`config.mk`:
```
export PLATFORM = sky130hd
export DESIGN_NAME = frame_mem_arbiter
export DESIGN_NICKNAME = d
export VERILOG_FILES = /design/src/rtl/frame_mem_arbiter.sv
export SDC_FILE = /design/constraint.sdc
export NUM_CORES = 1
export LEC_CHECK = 0
export ABC_CLOCK_PERIOD_IN_PS = 2800
export CELL_PAD_IN_SITES_DETAIL_PLACEMENT = 0
export CELL_PAD_IN_SITES_GLOBAL_PLACEMENT = 1
export CORE_ASPECT_RATIO = 1.1
export CORE_MARGIN = 8
export CORE_UTILIZATION = 27
export CTS_CLUSTER_DIAMETER = 50
export DETAILED_ROUTE_END_ITERATION = 16
export PLACE_DENSITY_LB_ADDON = 0.3
export SYNTH_ARGS = -nofsm -noshare
export SYNTH_HDL_FRONTEND = slang
export SYNTH_SLANG_ARGS = --single-unit
```
`constraint.sdc`:
```
create_clock -name clk -period 2.8 [get_ports clk]
set_input_delay 0.28 -clock clk [delete_from_list [all_inputs] [get_ports clk]]
set_output_delay 0.28 -clock clk [all_outputs]
set_load 0.05 [all_outputs]
```
`src/rtl/frame_mem_arbiter.sv`:
```
// frame_mem_arbiter
// Shares one single-port frame-buffer RAM between the display (VGA painter) read
// port and the filter engine read/write port. The display has fixed priority.
// At most one RAM access is issued per cycle. Read data returns two cycles after
// the issue edge and is routed to its owner by a two-stage owner tag pipeline.
//
// Ports:
//   clk, rst                  single rising-edge clock, async active-high reset
//   disp_req/disp_addr        display read request and address
//   disp_data/disp_valid      display read data, one-cycle valid pulse per read
//   filt_req/filt_we          filter request, write (1) or read (0)
//   filt_addr/filt_wdata      filter address and write data
//   filt_gnt                  filter access accepted this cycle (combinational)
//   filt_rdata/filt_rvalid    filter read data, one-cycle valid pulse per read
//   filt_wait_max             longest filter wait observed, in cycles
//   mem_addr/mem_we/mem_wdata registered RAM command
//   mem_rdata                 RAM read data, one cycle after mem_addr registers
module frame_mem_arbiter #(
    parameter int ADDR_W = 19,
    parameter int DATA_W = 8
) (
    input  logic              clk,
    input  logic              rst,
    input  logic              disp_req,
    input  logic [ADDR_W-1:0] disp_addr,
    output logic [DATA_W-1:0] disp_data,
    output logic              disp_valid,
    input  logic              filt_req,
    input  logic              filt_we,
    input  logic [ADDR_W-1:0] filt_addr,
    input  logic [DATA_W-1:0] filt_wdata,
    output logic              filt_gnt,
    output logic [DATA_W-1:0] filt_rdata,
    output logic              filt_rvalid,
    output logic [7:0]        filt_wait_max,
    output logic [ADDR_W-1:0] mem_addr,
    output logic              mem_we,
    output logic [DATA_W-1:0] mem_wdata,
    input  logic [DATA_W-1:0] mem_rdata
);

    localparam logic [1:0] IDLE    = 2'd0;
    localparam logic [1:0] DISP    = 2'd1;
    localparam logic [1:0] FILT_RD = 2'd2;
    localparam logic [1:0] FILT_WR = 2'd3;

    // state is the owner of the access issued on the last edge (tag stage 1);
    // rd_tag is that owner one cycle later (tag stage 2), when mem_rdata is valid.
    logic [1:0] state;
    logic [1:0] next_state;
    logic [1:0] rd_tag;
    logic [7:0] wait_cnt;
    logic       waiting;

    assign filt_gnt = filt_req & ~disp_req & ~rst;
    assign waiting  = filt_req & ~filt_gnt;

    always_comb begin
        next_state = IDLE;
        if (disp_req) begin
            next_state = DISP;
        end else if (filt_req) begin
            next_state = filt_we ? FILT_WR : FILT_RD;
        end
    end

    // Issue stage: register the winner's command into the RAM port.
    always_ff @(posedge clk or posedge rst) begin
        if (rst) begin
            state     <= IDLE;
            mem_addr  <= '0;
            mem_we    <= 1'b0;
            mem_wdata <= '0;
        end else begin
            state <= next_state;
            unique case (next_state)
                DISP: begin
                    mem_addr <= disp_addr;
                    mem_we   <= 1'b0;
                end
                FILT_RD: begin
                    mem_addr <= filt_addr;
                    mem_we   <= 1'b0;
                end
                FILT_WR: begin
                    mem_addr  <= filt_addr;
                    mem_we    <= 1'b1;
                    mem_wdata <= filt_wdata;
                end
                default: begin
                    // Idle: address and data hold, only the write strobe drops.
                    mem_we <= 1'b0;
                end
            endcase
        end
    end

    // Return stage: route RAM data to its owner; data holds between pulses.
    always_ff @(posedge clk or posedge rst) begin
        if (rst) begin
            rd_tag      <= IDLE;
            disp_data   <= '0;
            disp_valid  <= 1'b0;
            filt_rdata  <= '0;
            filt_rvalid <= 1'b0;
        end else begin
            rd_tag      <= state;
            disp_valid  <= (rd_tag == DISP);
            filt_rvalid <= (rd_tag == FILT_RD);
            if (rd_tag == DISP) begin
                disp_data <= mem_rdata;
            end
            if (rd_tag == FILT_RD) begin
                filt_rdata <= mem_rdata;
            end
        end
    end

    // Filter wait statistics. The max tracks the registered counter, so it
    // catches up one edge after the counter (including on the grant edge).
    always_ff @(posedge clk or posedge rst) begin
        if (rst) begin
            wait_cnt      <= 8'd0;
            filt_wait_max <= 8'd0;
        end else begin
            if (filt_gnt) begin
                wait_cnt <= 8'd0;
            end else if (waiting && (wait_cnt != 8'hFF)) begin
                wait_cnt <= wait_cnt + 8'd1;
            end
            if (wait_cnt > filt_wait_max) begin
                filt_wait_max <= wait_cnt;
            end
        end
    end

endmodule

```
After elaboration in Yosys (flattened, before gate mapping)
Index checks and enable logic that the tools add are counted.
{ "word_totals": {"regBits": 66, "in_bits": 59, "out_inout_bits": 55, "elab_cells": 36} }
{ "classes": {"n_addsub": 1, "n_lt_le_gt_ge": 1, "n_eq_ne": 6, "n_mux": 7, "n_bitwise": 6, "n_reduce_logical": 4} }
{ "ops": {"columns": ["operator", "count"], "rows": [
  ["case mux 19 bit (2 select lines)", 1],
  ["two-way mux 8 bit", 2],
  ["adder 8 x 1 -> 8 bit (second input constant)", 1],
  ["greater-than comparator 8 bit", 1],
  ["!= test 8 bit (second input constant)", 1],
  ["equality test 2 bit (second input constant)", 3],
  ["equality test 2 x 1 -> 1 bit (second input constant)", 2],
  ["two-way mux 2 bit", 2],
  ["nonzero test 2 bit", 2],
  ["AND 1 bit", 3],
  ["inverter 1 bit", 3],
  ["two-way mux 1 bit", 2],
  ["OR reduction 2 bit", 1],
  ["logical AND 1 bit", 1]
]} }

Longest topological paths before layout
Gate-level depths: netlist of run 1.
{ "logic_depth": {"ltp_word": 8, "depth_mapped": 8, "ltp_nobuf": 6} }

Worst setup path after synthesis of run 1
No wires, ideal clock.
{ "synth_timing": {"path_type": "reg2reg", "startpoint": "register filt_wait_max[1]", "endpoint": "register filt_wait_max[0]", "setup_time_ns": 0.087, "arrival_ns": 2.258, "required_ns": 2.713, "setup_slack_ns": 0.456, "path_stages_with_launch": 9, "n_path_buf": 2, "synth_period_minus_slack_ns": 2.344, "path_cell_list": "dfrtp_1 inv_1 ha_1 nor2b_1 o211a_1 buf_6 or4_4 buf_6 a211oi_2"} }
{ "synth_between": {"elab_chain_cells": 1} }
{ "synth_lines": {"columns": ["element", "line", "source"], "rows": [
  ["start, declared", "35", "output logic [7:0] filt_wait_max,"],
  ["start signal, assigned", "132", "filt_wait_max <= wait_cnt;"],
  ["greater-than comparator 8 bit", "131", "if (wait_cnt > filt_wait_max) begin"]
]} }
No other way between the ends.
A chain may end at the register's enable or synchronous reset.

Worst setup path in the final report of run 1
{ "layout_timing": {"startpoint": "register filt_wait_max[5]", "endpoint": "register filt_wait_max[0]"} }
Same word-level chain as after synthesis.

==> impl_metrics.yaml, run 1 <==
yosys:
  yosys_register_bits: 66
  yosysSeqAreaShare: 0.523
  synthAdderAreaFrac: 0.0357
  synth_top_family_by_area: "simple AND/OR/NAND/NOR gates"
  synth_compound_area_frac: 0.109
  synthesis.area_um2: 3160
  synth_top_area_cell: "dfrtp_1"
  synth-simple-area-share: 0.156
  syn_area_per_cell_um2: 10.6
  synth_ff_type: "dfrtp_1"
  synthArstFlopShare: 1.00
  yosys.area_share.xor_xnor: 0.0111
  yosys-mux-area-fraction: 0.124
  yosysMostFrequentCell: "dfrtp_1"
  synthesis.nets: 367
  yosys-top-cells-count: "66 x dfrtp_1, 53 x nand2_1, 21 x mux2i_1"
  postSynthCellCount: 299
  synth_edf_count: 0
  ys_top_cells_by_area: "dfrtp_1 52%, mux2i_1 6.7%, nand2_1 6.3%"
  yosys.area.top_type_share: 0.523
  ys_types: 35
  yosys_warnings: 0
routing:
  vias_per_cell: 4.65
  post_drt_wl_per_cell_um: 15.9
  drcViolationCount: 0
  first_iter_violations: 145
  drt-total-wl_um: 9020
  drtPass1Iterations: 4
  vias: 2630
  ant_nets: 0
cts:
  cts_setup_buffers: 0
  clockBufferDepth: 2
  ctsHoldBuffers: 0
  cts_num_sinks: 66
  post_cts_resized: 0
  worstSkewPairLatency_ns: 0.33
  cts_tree: "done"
  cts_buffers: 9
  path_clk_slew_ns: 0.06
  h-tree-depth: 3
  ctsRootBufferMaster: "clkbuf_16"
layout:
  layout-drive-gt1-share: 0.118
  post-route-util: 0.417
  n_antenna_cell: 0
  nets: 480
  fillers: 1107
  syn2layout_area_growth_pct: 50.9
  final_cells: 566
pwr:
  p_leak_uw: 0.00208
  clockPowerShare: 0.259
  internal_power_uw: 2660
  comb_power_share: 0.454
  p_seq_frac: 0.287
  power.share.switching: 0.400
  power_density_nw_per_um2: 931
  vdd_drop_max_mv: 0.390
  p_sw_uw: 1770
timing:
  finalCritPeriodShare: 0.804
  hold_slack_ns: 0.344
  tns_ns: 0
  slew_viol_final: 0
  fmax_ghz: 0.444
  setup_slack_ns: 0.548
  setup_violations: 0
  rsz0062_at_grt: "false"
  tightest_slew_ns: 1.05
  min_period_ns: 2.25
  relSlewSlack: 0.296
  final_hold_viol_count: 0
  finClkSkew_ns: 0.00724
worst_setup_path:
  worstPathArrival_ns: 2.49
  path_buf_inv: 1
  worst_ep_required_time_ns: 3.04
  cp_max_fo: 17
  path_delay_family: "simple AND/OR/NAND/NOR gates"
  end_kind: "flop"
  cpPeakStageDelay_ns: 0.69
  crit_path_start_kind: "flop"
  crit_slowest_cell: "or4_4"
  worstPathCellList: "inv_1 > ha_1 > a211oi_2 > nor2_1 > or4_4 > a211oi_2"
  crit_top_cell: "a211oi_2"
  critPathKind: "reg2reg"
global_routing:
  grtUsageMet2: 0.207
  antenna_found_initial: 0
  grt_busiest_layer: "met2"
  track_usage: 0.118
  grt_first_pass_wirelength_um: 14400
  grt_pass1_vias: 2750
  grt-ovfl-total: 0
  grt_max_degree: 42
  grt_use_met3: 0.0370
  grt_util_met1: 0.129
placed_design:
  io_buffers: 113
  post-dp-hpwl_um: 6710
  place_ws_ns: 0.588
  place_congestion: 0.722
  dp.cells: 551
floorplanning:
  dieArea_um2: 15400
  rows: 41
  io_pins: 114
  die_h_um: 129
  die_w_um: 119
  initial_utilization: 0.276
  coreArea_um2: 11400
worst_hold_path:
  hold_path.class: "reg2reg"
job:
  cap_violations: 0
run_status:
  status: "completed"
sequential cells by signal, summed over array words and instances, names as in the netlist:
name           cells
disp_valid         1
mem_wdata          8
mem_we             1
wait_cnt           8
rd_tag             2
state              2
mem_addr          19
filt_wait_max      8
filt_rdata         8
filt_rvalid        1
disp_data          8
per-layer routing:
layer | wire [um] | part of all wire
met2 | 4640 | 0.51
met1 | 3660 | 0.41
met5 | 0 | 0
met3 | 528 | 0.059
met4 | 192 | 0.021
cell families after synthesis:
| family | Yosys count |
|---|---|
| compound gates | 48 |
| xor+xnor | 4 |
| fa+ha+maj | 9 |
| buf+inv | 30 |
| flops | 66 |
| mux | 37 |
| simple gates | 105 |
final timing paths:
path                             startpoint                to  slack, ns  cells after the start
max reg2reg                filt_wait_max[5]  filt_wait_max[0]       0.55                      6
min                                state[0]         rd_tag[0]       0.34                      0
min reg2reg                        state[0]         rd_tag[0]       0.34                      0
min in group asynchronous               rst      mem_addr[13]       0.39                      2
max in group asynchronous               rst      disp_data[4]       1.77                      3
max                        filt_wait_max[5]  filt_wait_max[0]       0.55                      6
placed cells by master, fill, tap and decap left out, types with 3 or more instances in the layout:
| cell type | count |
|---|---|
| a211oi_2 | 9 |
| and3_1 | 3 |
| buf_4 | 5 |
| clkbuf_16 | 9 |
| clkbuf_8 | 3 |
| clkdlybuf4s50_1 | 112 |
| dfrtp_1 | 66 |
| ha_1 | 9 |
| inv_1 | 11 |
| mux2_2 | 16 |
| mux2i_1 | 21 |
| nand2_1 | 53 |
| nand4_1 | 3 |
| nor2_1 | 18 |
| nor3_1 | 10 |
| nor4b_1 | 8 |
| o211ai_1 | 3 |
| o21ai_0 | 20 |
| o22ai_1 | 8 |
| xor2_1 | 3 |
cell type report:
type | count | area, um^2 | share of cell area
clock inverters | 2 | 35.0 | 0.00735
flip-flops and latches | 66 | 1650 | 0.347
inverters | 13 | 48.8 | 0.0102
well taps | 150 | 188 | 0.0394
repair buffers | 119 | 1200 | 0.252
clock buffers | 13 | 270 | 0.0567
multi-input cells | 203 | 1370 | 0.288
power by group through the flow:
stage          clock network [uW]  registers (uW)  logic, uW
2_1_floorplan                   0            1730       1030
3_3_place_gp                    0            1290       1990
3_5_place_dp                    0            1290       2020
4_1_cts                      1190            1280       2030
5_1_grt                      1230            1300       2170
6_report                     1150            1270       2020
metrics by stage:
step | power (uW) | cell area [um^2]
6_report | 4440 | 4770
5_1_grt | 4710 | 4770
4_1_cts | 4490 | 4770
3_5_place_dp | 3310 | 4460
3_3_place_gp | 3280 | 4460
2_1_floorplan | 2760 | 3160
No activity file was read; power rests on OpenSTA's default activity.
==> run 2: changes to the inputs <==
--- a/config.mk
+++ b/config.mk
@@ -5,7 +5,7 @@
 export SDC_FILE = /design/constraint.sdc
 export NUM_CORES = 1
 export LEC_CHECK = 0
-export ABC_CLOCK_PERIOD_IN_PS = 2800
+export ABC_CLOCK_PERIOD_IN_PS = 2200
 export CELL_PAD_IN_SITES_DETAIL_PLACEMENT = 0
 export CELL_PAD_IN_SITES_GLOBAL_PLACEMENT = 1
 export CORE_ASPECT_RATIO = 1.1
==> constraint.sdc (replaced) <==
create_clock -name clk -period 2.2 [get_ports clk]
set_input_delay 0.22 -clock clk [delete_from_list [all_inputs] [get_ports clk]]
set_output_delay 0.22 -clock clk [all_outputs]
set_load 0.05 [all_outputs]
==> run 2 against run 1 <==
Net effect:
- non-clock buffer count up 11
- register-to-register slack got worse by 0.35 ns
- clock power is 22% higher
- count of clock-buffer cells in the layout shrank 1
- final area up 1.8%
- die area stayed put
- global-route usage down 0.31 points
- final cell count up 2.1%
- wire length shrank 2.1%
- critical path depth down 1
- sequential share of layout area is 0.49 points lower
- fmax up 12%
- highest routed layer unchanged
==> impl_metrics.yaml, run 2 (same netlist as run 1, synthesis figures left out) <==
worst_setup_path:
  crit_top_cell: "a211oi_2"
  cpPeakStageDelay_ns: 0.63
  worst_ep_required_time_ns: 2.43
  end_kind: "flop"
  path_delay_family: "simple AND/OR/NAND/NOR gates"
  worstPathCellList: "ha_1 > a211oi_2 > nor2_1 > or4_4 > a211oi_2"
  reg2reg_depth: 5
  cp.depth: 5
  worstPathArrival_ns: 2.24
  cp_max_fo: 8
  path_buf_inv: 0
  crit_path_start_kind: "flop"
  critPathKind: "reg2reg"
  crit_slowest_cell: "or4_4"
pwr:
  comb_power_share: 0.471
  power_density_nw_per_um2: 1170
  power.share.switching: 0.400
  p_leak_uw: 0.00213
  vdd_drop_max_mv: 0.426
  p_sw_uw: 2270
  clockPowerShare: 0.247
  internal_power_uw: 3410
  p_seq_frac: 0.282
placed_design:
  place_ws_ns: 0.195
  io_buffers: 113
  post-dp-hpwl_um: 6810
  place_congestion: 0.792
  dpl_cell_area_um2: 4550
global_routing:
  grtUsageMet2: 0.203
  grt_max_degree: 36
  grt-ovfl-total: 0
  grt_first_pass_wirelength_um: 14300
  track_usage: 0.115
  antenna_found_initial: 0
  grt_util_met1: 0.127
  grt_pass1_vias: 2832
  grt_busiest_layer: "met2"
  grt_use_met3: 0.0300
layout:
  syn2layout_area_growth_pct: 53.6
  top_register: "mem_addr"
  n_antenna_cell: 0
  final_common_cell: "clkdlybuf4s50_1"
  fillers: 1115
  postLayoutCellArea_um2: 4850
  multi_input_area_um2: 1380
  regArea_um2: 1660
  post-route-util: 0.424
  layout-drive-gt1-share: 0.157
  largest_reg_flops: 19
  nets: 491
  final_cell_mix: "112 x clkdlybuf4s50_1, 61 x dfrtp_1, 53 x nand2_1"
timing:
  slew_viol_final: 0
  finClkSkew_ns: 0.00592
  min_period_ns: 2.01
  final_hold_viol_count: 0
  rsz0062_at_grt: "false"
  relSlewSlack: 0.556
  fmax_ghz: 0.498
  tns_ns: 0
  setup_violations: 0
  setup_slack_ns: 0.193
  finalCritPeriodShare: 0.912
  tightest_slew_ns: 0.659
cts:
  cts_buffers: 9
  clockBufferDepth: 2
  h-tree-depth: 3
  ctsRootBufferMaster: "clkbuf_16"
  worstSkewPairLatency_ns: 0.32
  cts_setup_buffers: 0
  post_cts_resized: 0
  path_clk_slew_ns: 0.05
  ctsHoldBuffers: 0
  cts_num_sinks: 66
  cts_tree: "done"
floorplanning:
  die_w_um: 119
  initial_utilization: 0.276
  die_h_um: 129
  coreArea_um2: 11400
  dieArea_um2: 15400
  io_pins: 114
  rows: 41
routing:
  post_drt_wl_per_cell_um: 15.3
  first_iter_violations: 133
  drcViolationCount: 0
  ant_nets: 0
  vias: 2635
  vias_per_cell: 4.56
  drt-total-wl_um: 8830
  drtPass1Iterations: 4
run_status:
  status: "completed"
job:
  cap_violations: 0
worst_hold_path:
  hold_path.class: "in2async"
run 2: path summary, 6_finish.rpt:
check	startpoint	end	slack, ns
hold reg to reg	state[0]	rd_tag[0]	0.35
setup / recovery	wait_cnt[5]	filt_wait_max[7]	0.19
setup reg to reg	wait_cnt[5]	filt_wait_max[7]	0.19
max in group asynchronous	rst	disp_data[6]	1.50
min in group clk	state[0]	rd_tag[0]	0.35
hold / removal	rst	wait_cnt[6]	0.22
run 2: stage by stage:
stage	cells	power, uW	hold slack, ns
floorplan	299	3520	0.325
global placement	562	4280	0.332
detailed placement	562	4320	0.341
CTS	578	5760	0.229
global route	578	6020	0.258
finish	578	5690	0.225
run 2: final cells by class:
cell class	instances	area share
sequential	66	0.342
clock inverter	4	0.0106
clock buffer	12	0.0508
multi-input combinational	203	0.284
tap	150	0.0387
timing repair buffer	130	0.264
inverter	13	0.0101
run 2: power groups by stage:
stage	combinational [uW]	sequential (uW)	clock, uW
final	2680	1600	1400
after global routing	2880	1630	1500
after detailed placement	2690	1630	0
after CTS	2700	1610	1450
after global placement	2660	1620	0
after floorplan	1310	2210	0
run 2: routing by layer:
metal  vias up  routed length, um
met1      1251               3580
met2        89               4520
li1       1288                  -
met5         -                  0
met4         0                117
met3         7                607
==> run 3: changes to the inputs <==
--- a/config.mk
+++ b/config.mk
@@ -13,6 +13,7 @@
 export CORE_UTILIZATION = 27
 export CTS_CLUSTER_DIAMETER = 50
 export DETAILED_ROUTE_END_ITERATION = 16
+export GPL_TIMING_DRIVEN = 0
 export PLACE_DENSITY_LB_ADDON = 0.3
 export SYNTH_ARGS = -nofsm -noshare
 export SYNTH_HDL_FRONTEND = slang
==> run 3 against run 2 <==
Net effect:
- count of clock-buffer cells in the layout fell by 2
- setup slack got worse by 0.12 ns
- core utilization up 0.15 points
- die area stayed put
- wire length is 2.8% higher
- largest power group unchanged
- highest routed layer unchanged
- critical endpoint is now filt_wait_max[4]
==> impl_metrics.yaml, run 3 (same netlist as run 1, synthesis figures left out) <==
run_status:
  status: "completed"
timing:
  finalCritPeriodShare: 0.967
  tightest_slew_ns: 0.817
  relSlewSlack: 0.455
  min_period_ns: 2.13
  setup_violations: 0
  fmax_ghz: 0.470
  final_hold_viol_count: 0
  setup_slack_ns: 0.0725
  slew_viol_final: 0
  finClkSkew_ns: 0.00702
routing:
  post_drt_wl_per_cell_um: 15.7
  vias: 2694
  vias_per_cell: 4.65
  drtPass1Iterations: 4
  drt-total-wl_um: 9080
  ant_nets: 0
  first_iter_violations: 120
  drcViolationCount: 0
placed_design:
  dpl_cell_area_um2: 4470
  place_congestion: 0.747
  place_ws_ns: -0.218
  io_buffers: 111
  post-dp-hpwl_um: 6600
floorplanning:
  die_h_um: 129
  die_w_um: 119
  initial_utilization: 0.276
  coreArea_um2: 11400
  rows: 41
  dieArea_um2: 15400
  io_pins: 114
worst_setup_path:
  end_kind: "flop"
  r2r_slack_ns: 0.07
  r2r_start: "filt_wait_max[1]"
  r2r-end: "filt_wait_max[4]"
  worstPathArrival_ns: 2.37
  critPathKind: "reg2reg"
  reg2reg_depth: 7
  cp-startpoint: "filt_wait_max[1]"
  cp_max_fo: 8
  worst_ep_required_time_ns: 2.44
  crit_path_start_kind: "flop"
  endpoint: "filt_wait_max[4]"
global_routing:
  antenna_found_initial: 0
  track_usage: 0.119
  grt_max_degree: 67
  grt_first_pass_wirelength_um: 14400
  grt_pass1_vias: 2813
  grt-ovfl-total: 0
cts:
  cts_tree: "done"
  ctsHoldBuffers: 0
  clockBufferDepth: 2
  cts_num_sinks: 66
  h-tree-depth: 3
  ctsRootBufferMaster: "clkbuf_16"
  cts_buffers: 9
  path_clk_slew_ns: 0.06
  worstSkewPairLatency_ns: 0.33
layout:
  fillers: 1125
  top_register: "mem_addr"
  largest_reg_flops: 19
  final_common_cell: "clkdlybuf4s50_1"
  post-route-util: 0.426
  nets: 492
  n_antenna_cell: 0
  syn2layout_area_growth_pct: 54.2
  layout-drive-gt1-share: 0.161
  final_cell_mix: "110 x clkdlybuf4s50_1, 60 x dfrtp_1, 53 x nand2_1"
  postLayoutCellArea_um2: 4870
pwr:
  power.total_uw: 5930
  vdd_drop_max_mv: 0.451
  power_density_nw_per_um2: 1220
  p_leak_uw: 0.00211
worst_hold_path:
  hold_path.class: "in2reg"
job:
  cap_violations: 0
run 3: per-layer routing:
| metal | share of wire | track usage |
|---|---|---|
| met1 | 0.41 | 0.131 |
| met2 | 0.50 | 0.199 |
| met3 | 0.076 | 0.0492 |
| met4 | 0.012 | 0.0506 |
| met5 | 0 | 0 |
run 3: worst min-delay path by stage:
stage	from	to	slack [ns]	cells after the start
after floorplan	filt_wdata[0]	mem_wdata[0]	0.33	2
after global placement	state[0]	rd_tag[0]	0.33	0
after detailed placement	state[0]	rd_tag[0]	0.34	0
after CTS	filt_req	state[1]	0.30	3
after global routing	filt_req	state[1]	0.32	3
final	filt_req	state[1]	0.31	3
run 3: metrics by stage:
| stage | instances | hold WS, ns | TNS, ns |
|---|---|---|---|
| after global placement | 560 | 0.333 | -68.49 |
| final | 579 | 0.306 | 0 |
| after global routing | 579 | 0.322 | -0.00401 |
| after CTS | 576 | 0.298 | 0 |
| after floorplan | 299 | 0.325 | 0 |
| after detailed placement | 560 | 0.342 | -0.579 |
run 3: layout make-up:
class,count,area [um^2],area share
sequential,66,1660,0.341
clock inverter,6,90.1,0.0185
buffer,15,70.1,0.0144
clock buffer,10,239,0.0491
multi-input combinational,203,1430,0.293
inverter,13,51.3,0.0105
tap,150,188,0.0385
timing repair buffer,116,1150,0.236
run 3: worst max-delay path: stages (launching register included):
cell and delay, ns:
dfrtp_2 0.42, inv_2 0.08, ha_4 0.20, nor2b_1 0.13
o211a_1 0.21, buf_6 0.12, or4_4 0.63, a211oi_2 0.25
run 3: where the power goes:
group / switching [uW] / total [uW] / internal, uW / leakage, uW
logic: 1630 / 2750 / 1120 / 0.00115
clock network: 528 / 1550 / 1020 / 0.000159
registers: 186 / 1630 / 1450 / 0.000805
total: 2340 / 5930 / 3590 / 0.00211
run 3: repair_timing:
item                       in CTS  in global routing
resized for setup               2                 10
pin swaps                       0                  4
setup endpoints to repair       9                  8
cloned                          0                  0
buffers inserted                0                  5
